File: config.mk
export PLATFORM = sky130hd
export DESIGN_NAME = packet_serializer
export DESIGN_NICKNAME = d
export VERILOG_FILES = /design/src/rtl/packet_serializer.sv
export SDC_FILE = /design/constraint.sdc
export NUM_CORES = 1
export LEC_CHECK = 0
export ABC_CLOCK_PERIOD_IN_PS = 4400
export CORE_MARGIN = 4
export CORE_UTILIZATION = 41
export DETAILED_ROUTE_END_ITERATION = 6
export PLACE_DENSITY = 0.68
export SLEW_MARGIN = 20
export SYNTH_ARGS = -nofsm -noshare
export SYNTH_HDL_FRONTEND = slang
export SYNTH_SLANG_ARGS = --single-unit
File: constraint.sdc
create_clock -name rclk -period 4.4 [get_ports rclk]
set_input_delay 1.32 -clock rclk [delete_from_list [all_inputs] [get_ports rclk]]
set_output_delay 1.32 -clock rclk [all_outputs]
set_load 0.03 [all_outputs]
File: src/rtl/packet_serializer.sv
// Byte serializer: accepts a 256-bit packet on valid/ready and writes it MSB-first
// into a byte-wide FIFO write port, stalling whenever the FIFO reports full.
module packet_serializer #(
  parameter int DATA_W = 256,
  parameter int BYTE_W = 8
) (
  input  logic              rclk,
  input  logic              rrst_n,
  input  logic [DATA_W-1:0] packet_data,
  input  logic              packet_valid,
  output logic              packet_ready,
  input  logic              fifo_full,
  output logic              fifo_wr_en,
  output logic [BYTE_W-1:0] fifo_wdata,
  output logic              packet_done,
  output logic              busy,
  output logic [4:0]        byte_count
);

  localparam int         NUM_BYTES = DATA_W / BYTE_W;
  localparam logic [4:0] LAST_BYTE = 5'(NUM_BYTES - 1);

  typedef enum logic [1:0] {IDLE, SEND, DONE} state_t;

  state_t            state;
  state_t            state_next;
  logic [DATA_W-1:0] shift_reg;
  logic              accept;
  logic              last_write;

  always_ff @(posedge rclk or negedge rrst_n) begin
    if (!rrst_n) begin
      state <= IDLE;
    end else begin
      state <= state_next;
    end
  end

  // Write strobe is gated by fifo_full in the same cycle so the FIFO can never overflow.
  always_comb begin
    state_next   = state;
    packet_ready = 1'b0;
    fifo_wr_en   = 1'b0;
    fifo_wdata   = '0;
    accept       = 1'b0;
    last_write   = 1'b0;
    case (state)
      IDLE: begin
        packet_ready = 1'b1;
        accept       = packet_valid;
        if (packet_valid) state_next = SEND;
      end
      SEND: begin
        fifo_wr_en = !fifo_full;
        fifo_wdata = shift_reg[DATA_W-1 -: BYTE_W];
        last_write = !fifo_full && (byte_count == LAST_BYTE);
        if (last_write) state_next = DONE;
      end
      DONE: begin
        state_next = IDLE;
      end
      default: begin
        state_next = IDLE;
      end
    endcase
  end

  assign busy = (state != IDLE);

  always_ff @(posedge rclk or negedge rrst_n) begin
    if (!rrst_n) begin
      shift_reg   <= '0;
      byte_count  <= '0;
      packet_done <= 1'b0;
    end else begin
      packet_done <= last_write;
      if (accept) begin
        shift_reg  <= packet_data;
        byte_count <= '0;
      end else if (fifo_wr_en) begin
        shift_reg  <= {shift_reg[DATA_W-BYTE_W-1:0], {BYTE_W{1'b0}}};
        byte_count <= last_write ? 5'd0 : byte_count + 5'd1;
      end
    end
  end

endmodule

==> qor.log, run 1 <==
qor: place.dp_cells 1,741
qor: setup_path.worstPathCellList clkdlybuf4s50_1, or3b_4, clkinv_2, buf_12
qor: routing.wl_per_cell 17.74 microns
qor: clock_tree.post-cts-setup-buffers 0
qor: global_routing.most_utilized_layer_in_the_global_route_result met2
qor: yosys.synthesis.area_per_instance 9.913 sq um
qor: global_routing.use_met1 27.07%
qor: yosys.synth_top_family_by_area compound AO/OA/AOI/OAI gates
qor: setup_path.critical_path.top_delay_family buffers and inverters
qor: yosys.synth_cell_type_count 28
qor: setup_path.worst-r2r-setup-slack 1870 ps
qor: clock_tree.htreeDepth 1
qor: yosys.synth.top_cells.by_area sky130_fd_sc_hd__dfrtp_1 (57%), sky130_fd_sc_hd__o22ai_1 (12%), sky130_fd_sc_hd__a21oi_2 (7.6%)
qor: sta.max_slew.worst_pin.slew 1476 ps
qor: floorplan.pin_count 277
qor: yosys.yosys.area_share.simple 4.095%
qor: routing.detail-route-antenna-nets 0
qor: global_routing.total_overflow_reported_by_the_global_router 0
qor: power.powerDensity 513.3 nW/um^2
qor: sta.final_hold_violating_endpoints 0
qor: routing.drt_pre_antenna_iters 5
qor: setup_path.worst_setup_path_start_kind primary input
qor: setup_path.crit_arrival 2450 ps
qor: worst_hold_path.whs_path_depth 2
qor: clock_tree.total_cts_buffers 30
qor: yosys.synth_xor_xnor_area_share 0%
qor: routing.viasPerCell 5.179
qor: clock_tree.cts-hold-fix-buffers 0
qor: worst_hold_path.holdPathEnd shift_reg[251]$_DFFE_PN0P_
qor: power.power.leakage 7.158 nW
qor: floorplan.die-height 175.6 microns
qor: worst_hold_path.holdCritPathClass reg -> reg
qor: place.place.gp.congestion 0.8405
qor: sta.maxSlewHeadroom 1.569%
qor: setup_path.path_buf_inv 3
qor: global_routing.grt_usage 19.67%
qor: setup_path.r2r-end shift_reg[169]$_DFFE_PN0P_
qor: setup_path.slowest_cell_delay_on_critical_path 450 ps
qor: floorplan.starting_density 41.46%
qor: setup_path.worstRegToRegCells 5
qor: place.place.detailed.hpwl 20.67 mm
qor: sta.grt_setup_unrepaired false
qor: final_layout.instances_no_fill 1,797
qor: place.placed_cell_area 14,550 sq um
qor: floorplan.die_area 30,840 sq um
qor: sta.period_needed 3774 ps
qor: sta.final-max-slew-violation-count 0
qor: routing.drc 0
qor: clock_tree.cts_buffer_depth 3
qor: yosys.synth.net_count 1,424
qor: yosys.synth_top_area_cell sky130_fd_sc_hd__dfrtp_1
qor: setup_path.worstPathMaxFanout 5
qor: routing.vias 9,307
qor: sta.fin_skew 15.22 ps
qor: setup_path.rr_startpoint state[0]$_DFFE_PN0P_
qor: floorplan.fp.coreArea 27,780 sq um
qor: final_layout.layout-area-overhead-vs-synth 34.98%
qor: global_routing.initial_antenna_violation_count 4
qor: final_layout.fin_nets 1,657
qor: yosys.synth_top_area_share 57.35%
qor: floorplan.die_width 175.6 microns
qor: clock_tree.cts_tree done
qor: sta.setup_viol_count_final 0
qor: routing.drt_wirelength 31.89 mm
qor: final_layout.design_area 15,550 sq um
qor: clock_tree.clkTransAtPathRegs 60 ps
qor: yosys.yosysWarningCount 0
qor: sta.maxClockFrequency 264.9 MHz
qor: final_layout.largest_reg_flops 256
qor: yosys.netlist_area 11,520 sq um
qor: global_routing.grt_first_pass_wirelength 49.57 mm
qor: global_routing.first_global_vias 9,285
qor: run_status.outcome finished, final reports clean
qor: yosys.post_synth_fa_ha_maj_area_fraction 0.2172%
qor: final_layout.post_route_cells_drive_above_1_share 11.86%
qor: setup_path.crit_type in -> out
qor: clock_tree.clock_latency 550 ps
qor: global_routing.global_route.usage.met2 31.33%
qor: global_routing.m3_gr_usage 4.197%
qor: yosys.syn-instance-count 1,162
qor: setup_path.critical_path_required 3080 ps
qor: floorplan.rows 61
qor: clock_tree.cts_resized 0
qor: yosys.synth.ff_latch_count 264
qor: sta.timing.final.crit_share 85.78%
qor: clock_tree.number_of_sinks_driven_by_the_clock_tree 264
qor: place.numPortBuffers 276
qor: yosys.synth-compound-area-share 27.25%
qor: yosys.synth.yosys.seq_area_share 57.35%
qor: run.drv_cap 0
qor: setup_path.critPathSlowestCell sky130_fd_sc_hd__clkdlybuf4s50_1
qor: routing.detail_route.iter0.violations 697
qor: power.vdd.ir_drop.worst 0.2506 mV
qor: sta.setup-tns-final 0 ps
qor: yosys.synth_mux_area_share 0.09776%
qor: clock_tree.cts_root_buffer sky130_fd_sc_hd__clkbuf_16
qor: setup_path.setup.worst_path.end_class primary output
qor: worst_hold_path.min_from shift_reg[251]$_DFFE_PN0P_
qor: global_routing.grt_start_max_net_pins 253
==> layout by cell type (no fill, tap or decap) <==
cell type,instances
sky130_fd_sc_hd__clkinv_2,5
sky130_fd_sc_hd__a22oi_1,12
sky130_fd_sc_hd__clkbuf_16,31
sky130_fd_sc_hd__bufinv_16,1
sky130_fd_sc_hd__clkbuf_1,6
sky130_fd_sc_hd__buf_4,5
sky130_fd_sc_hd__nor2b_1,1
sky130_fd_sc_hd__o21ai_0,3
sky130_fd_sc_hd__a21oi_1,117
sky130_fd_sc_hd__o22ai_1,216
sky130_fd_sc_hd__nor2_1,25
sky130_fd_sc_hd__a22o_1,8
sky130_fd_sc_hd__nand2_1,54
sky130_fd_sc_hd__a32o_1,2
sky130_fd_sc_hd__dfrtp_1,264
sky130_fd_sc_hd__a21oi_2,100
sky130_fd_sc_hd__inv_1,219
sky130_fd_sc_hd__and3_1,1
sky130_fd_sc_hd__nor2_4,1
sky130_fd_sc_hd__a31oi_1,21
sky130_fd_sc_hd__buf_8,1
sky130_fd_sc_hd__and2_1,8
sky130_fd_sc_hd__mux2_2,1
sky130_fd_sc_hd__clkdlybuf4s50_1,274
sky130_fd_sc_hd__diode_2,3
sky130_fd_sc_hd__clkbuf_8,10
sky130_fd_sc_hd__nand3b_1,2
sky130_fd_sc_hd__or3b_4,2
sky130_fd_sc_hd__nand3_1,12
sky130_fd_sc_hd__buf_12,9
sky130_fd_sc_hd__nor4b_1,1
sky130_fd_sc_hd__ha_1,2
sky130_fd_sc_hd__clkinvlp_4,1
sky130_fd_sc_hd__nor3b_2,1
==> power breakdown <==
group          switching [mW]  leakage [nW]  internal (mW)
Sequential              0.439          2.89           3.18
Combinational           0.988          3.78          0.905
Clock                   0.967         0.491           1.50
==> layout make-up <==
| class | count | area, sq um |
|---|---|---|
| Antenna cell | 3 | 7.507 |
| Clock buffer | 47 | 935.9 |
| Clock inverter | 6 | 57.56 |
| Fill cell | 2520 | 12230 |
| Inverter | 220 | 827.0 |
| Multi-Input combinational cell | 590 | 3665 |
| Sequential cell | 264 | 6606 |
| Tap cell | 378 | 473.0 |
| Timing Repair Buffer | 289 | 2975 |
==> logic make-up after synthesis <==
kind of cell	Yosys count
buf+inv	308
flops	264
compound gates	479
simple gates	108
mux	1
fa+ha+maj	2
==> per-stage QoR <==
step	power [mW]	util [%]	hold slack, ps	setup WS [ps]
floorplan	4.828	-	458.2	696.3
global placement	5.485	52.36	473.1	619.9
detailed placement	5.556	52.36	478.7	558.7
CTS	8.073	55.94	494.0	612.5
global route	8.461	55.95	507.1	545.2
finish	7.981	55.96	490.8	625.7
==> worst max path at each step <==
| stage | cells after the start | slack [ps] | end | from |
|---|---|---|---|---|
| finish | 4 | 630 | fifo_wr_en | fifo_full |
| global route | 3 | 550 | fifo_wdata[2] | state[0]$_DFFE_PN0P_ |
| CTS | 3 | 610 | fifo_wdata[2] | state[0]$_DFFE_PN0P_ |
| detailed placement | 6 | 560 | shift_reg[138]$_DFFE_PN0P_ | fifo_full |
| global placement | 6 | 620 | shift_reg[120]$_DFFE_PN0P_ | fifo_full |
| floorplan | 4 | 700 | fifo_wr_en | fifo_full |
==> cell usage after synthesis <==
library cell	number
sky130_fd_sc_hd__a21oi_1	117
sky130_fd_sc_hd__a21oi_2	100
sky130_fd_sc_hd__a22o_1	8
sky130_fd_sc_hd__a22oi_1	12
sky130_fd_sc_hd__a31oi_1	21
sky130_fd_sc_hd__a32o_1	2
sky130_fd_sc_hd__and2_1	8
sky130_fd_sc_hd__and3_1	1
sky130_fd_sc_hd__buf_1	14
sky130_fd_sc_hd__buf_2	14
sky130_fd_sc_hd__buf_6	12
sky130_fd_sc_hd__clkbuf_1	48
sky130_fd_sc_hd__clkinv_2	1
sky130_fd_sc_hd__dfrtp_1	264
sky130_fd_sc_hd__ha_1	2
sky130_fd_sc_hd__inv_1	219
sky130_fd_sc_hd__mux2_2	1
sky130_fd_sc_hd__nand2_1	54
sky130_fd_sc_hd__nand3_1	12
sky130_fd_sc_hd__nand3b_1	2
sky130_fd_sc_hd__nor2_1	26
sky130_fd_sc_hd__nor2b_1	1
sky130_fd_sc_hd__nor3b_1	1
sky130_fd_sc_hd__nor4b_1	1
sky130_fd_sc_hd__o21ai_0	3
sky130_fd_sc_hd__o22ai_1	216
sky130_fd_sc_hd__or3b_1	1
sky130_fd_sc_hd__or3b_2	1
==> layer usage <==
metal | part of all wire [%] | vias to the layer above
met5 | 0.066 | -
met4 | 3.2 | 4
met3 | 6.0 | 60
met2 | 48 | 237
met1 | 43 | 4516
li1 | - | 4490
==> tightest hold or removal path: stages, from the launching register on <==
cell and delay, ps:
sky130_fd_sc_hd__dfrtp_1 340, sky130_fd_sc_hd__nand3_1 60, sky130_fd_sc_hd__nand2_1 60
(Power assumes the default switching activity.)
==> run 2: changes to the inputs <==
CORE_MARGIN = 5   (was 4)
==> run 2 against run 1 <==
Against the previous run:
- maximum frequency decreased by 1.6%
- combinational power about the same
- cell count did not move
- wire length rose by 1.2%
- sequential share of layout area about the same
- global-route usage is 0.054 points higher
- flip-flop and latch count unchanged
- clock power about the same
- register-to-register slack worse by 40 ps
- critical path depth stayed put
- critical endpoint unchanged
- largest power group unchanged
- highest routed layer is now met4
==> qor.log, run 2 (synthesis gave the netlist of run 1 again) <==
qor: floorplan.fp.coreArea 27,780 sq um
qor: global_routing.grt_start_max_net_pins 147
qor: global_routing.total_overflow_reported_by_the_global_router 0
qor: setup_path.worst-r2r-setup-slack 1830 ps
qor: routing.wl_per_cell 17.95 microns
qor: routing.drc 0
qor: setup_path.worst_setup_path_start_kind primary input
qor: final_layout.post_route_cells_drive_above_1_share 11.80%
qor: routing.vias 9,222
qor: routing.drt_pre_antenna_iters 5
qor: sta.maxClockFrequency 260.7 MHz
qor: power.total_power 7.995 mW
qor: final_layout.layout_commonest_cell sky130_fd_sc_hd__clkdlybuf4s50_1
qor: clock_tree.cts-hold-fix-buffers 0
qor: floorplan.die-height 177.6 microns
qor: run.drv_cap 0
qor: global_routing.grt_first_pass_wirelength 50.78 mm
qor: sta.maxSlewHeadroom 31.18%
qor: power.p_clk_share 31.1%
qor: clock_tree.cts_resized 0
qor: floorplan.pin_count 277
qor: clock_tree.clock_latency 530 ps
qor: power.seq_power_share 45.2%
qor: clock_tree.post-cts-setup-buffers 0
qor: worst_hold_path.min_from shift_reg[251]$_DFFE_PN0P_
qor: floorplan.rows 61
qor: run_status.outcome finished, final reports clean
qor: setup_path.worstPathMaxFanout 17
qor: clock_tree.number_of_sinks_driven_by_the_clock_tree 264
qor: setup_path.rr_startpoint state[1]$_DFFE_PN0P_
qor: power.power.leakage 7.154 nW
qor: floorplan.die_area 31,550 sq um
qor: clock_tree.cts_root_buffer sky130_fd_sc_hd__clkbuf_16
qor: final_layout.total_area_of_sequential_cells 6606 sq um
qor: sta.grt_setup_unrepaired false
qor: global_routing.first_global_vias 9,615
qor: worst_hold_path.whs_path_depth 2
qor: sta.whs 499.0 ps
qor: final_layout.layout.cells.most_common_list sky130_fd_sc_hd__clkdlybuf4s50_1 (274), sky130_fd_sc_hd__dfrtp_1 (264), sky130_fd_sc_hd__inv_1 (219), sky130_fd_sc_hd__o22ai_1 (216), sky130_fd_sc_hd__a21oi_1 (117)
qor: worst_hold_path.holdCritPathClass reg -> reg
qor: final_layout.largest_reg_flops 256
qor: sta.setup-tns-final 0 ps
qor: sta.final_hold_violating_endpoints 0
qor: clock_tree.htreeDepth 1
qor: global_routing.grt_usage 19.73%
qor: power.power.share.combinational 23.8%
qor: final_layout.multi_input_area 3665 sq um
qor: final_layout.layout-area-overhead-vs-synth 34.87%
qor: power.powerDensity 514.7 nW/um^2
qor: power.power.switching 2.379 mW
qor: routing.viasPerCell 5.132
qor: routing.drt_wirelength 32.26 mm
qor: place.numPortBuffers 276
qor: setup_path.worstRegToRegCells 6
qor: routing.detail-route-antenna-nets 0
qor: place.place.gp.congestion 0.8149
qor: worst_hold_path.holdPathEnd shift_reg[251]$_DFFE_PN0P_
qor: sta.final-max-slew-violation-count 0
qor: sta.timing.final.crit_share 87.19%
qor: sta.period_needed 3836 ps
qor: power.power.internal 5.616 mW
qor: clock_tree.total_cts_buffers 28
qor: place.dp_cells 1,743
qor: routing.detail_route.iter0.violations 624
qor: sta.fin_skew 10.11 ps
qor: setup_path.setup.worst_path.end_class primary output
qor: clock_tree.cts_buffer_depth 3
qor: final_layout.fillerInstances 2,480
qor: sta.max_slew.worst_pin.slew 1032 ps
qor: clock_tree.cts_tree done
qor: sta.setup_viol_count_final 0
qor: setup_path.crit_type in -> out
qor: global_routing.initial_antenna_violation_count 1
qor: power.vdd.ir_drop.worst 0.2874 mV
qor: setup_path.critical_path_required 3080 ps
qor: floorplan.die_width 177.6 microns
qor: floorplan.starting_density 41.46%
qor: setup_path.r2r-end byte_count[0]$_DFFE_PN0P_
qor: power.power.switching_fraction 29.76%
qor: place.place.detailed.hpwl 21.24 mm
qor: clock_tree.clkTransAtPathRegs 60 ps
qor: final_layout.fin_nets 1,657
qor: setup_path.crit_arrival 2520 ps
qor: final_layout.instances_no_fill 1,797
[run 2: power groups by stage]
stage          Clock [mW]  Sequential, mW  Combinational, mW
6_report             2.48            3.61               1.90
4_1_cts              2.55            3.61               1.93
2_1_floorplan           0            3.54               1.29
3_5_place_dp            0            3.63               1.92
3_3_place_gp            0            3.62               1.86
5_1_grt              2.64            3.70               2.13
[run 2: critical path, stage by stage]
cell                              delay [ps]
sky130_fd_sc_hd__clkdlybuf4s50_1         430
sky130_fd_sc_hd__or3b_4                  510
sky130_fd_sc_hd__clkinv_2                120
sky130_fd_sc_hd__buf_12                  120
[run 2: routing by layer]
layer	vias up	GRT usage, %	share of wire (%)
li1	4487	-	-
met1	4443	26.85	44
met2	244	31.88	47
met3	48	4.303	6.4
met4	0	5.865	2.6
met5	-	0	0
[run 2: area by class of cell]
cell class / instances / area share [%]
diodes: 4 / 0.06443
clock buffers: 41 / 5.348
clock inverters: 9 / 0.9343
inverters: 220 / 5.324
multi-input cells: 590 / 23.59
flip-flops and latches: 264 / 42.53
well taps: 378 / 3.044
repair buffers: 291 / 19.17
[run 2: worst max-delay path by stage]
stage                               startpoint  slack (ps)             to
final                                fifo_full         560     fifo_wr_en
after global routing      state[0]$_DFFE_PN0P_         420  fifo_wdata[2]
after CTS                 state[0]$_DFFE_PN0P_         510  fifo_wdata[1]
after detailed placement             fifo_full         550     fifo_wr_en
after global placement               fifo_full         560     fifo_wr_en
after floorplan                      fifo_full         700     fifo_wr_en
[run 2: stage by stage]
stage	worst slack [ps]	cell area, sq um	util, %
floorplan	696.3	11520	-
detailed placement	552.5	14550	52.37
CTS	512.1	15520	55.88
global route	416.0	15530	55.89
global placement	557.8	14550	52.37
finish	563.6	15530	55.92
==> run 3: changes to the inputs <==
TNS_END_PERCENT = 30   (was default)
==> results of run 3 <==
The final DEF is identical to that of run 2; final timing and power are the same.
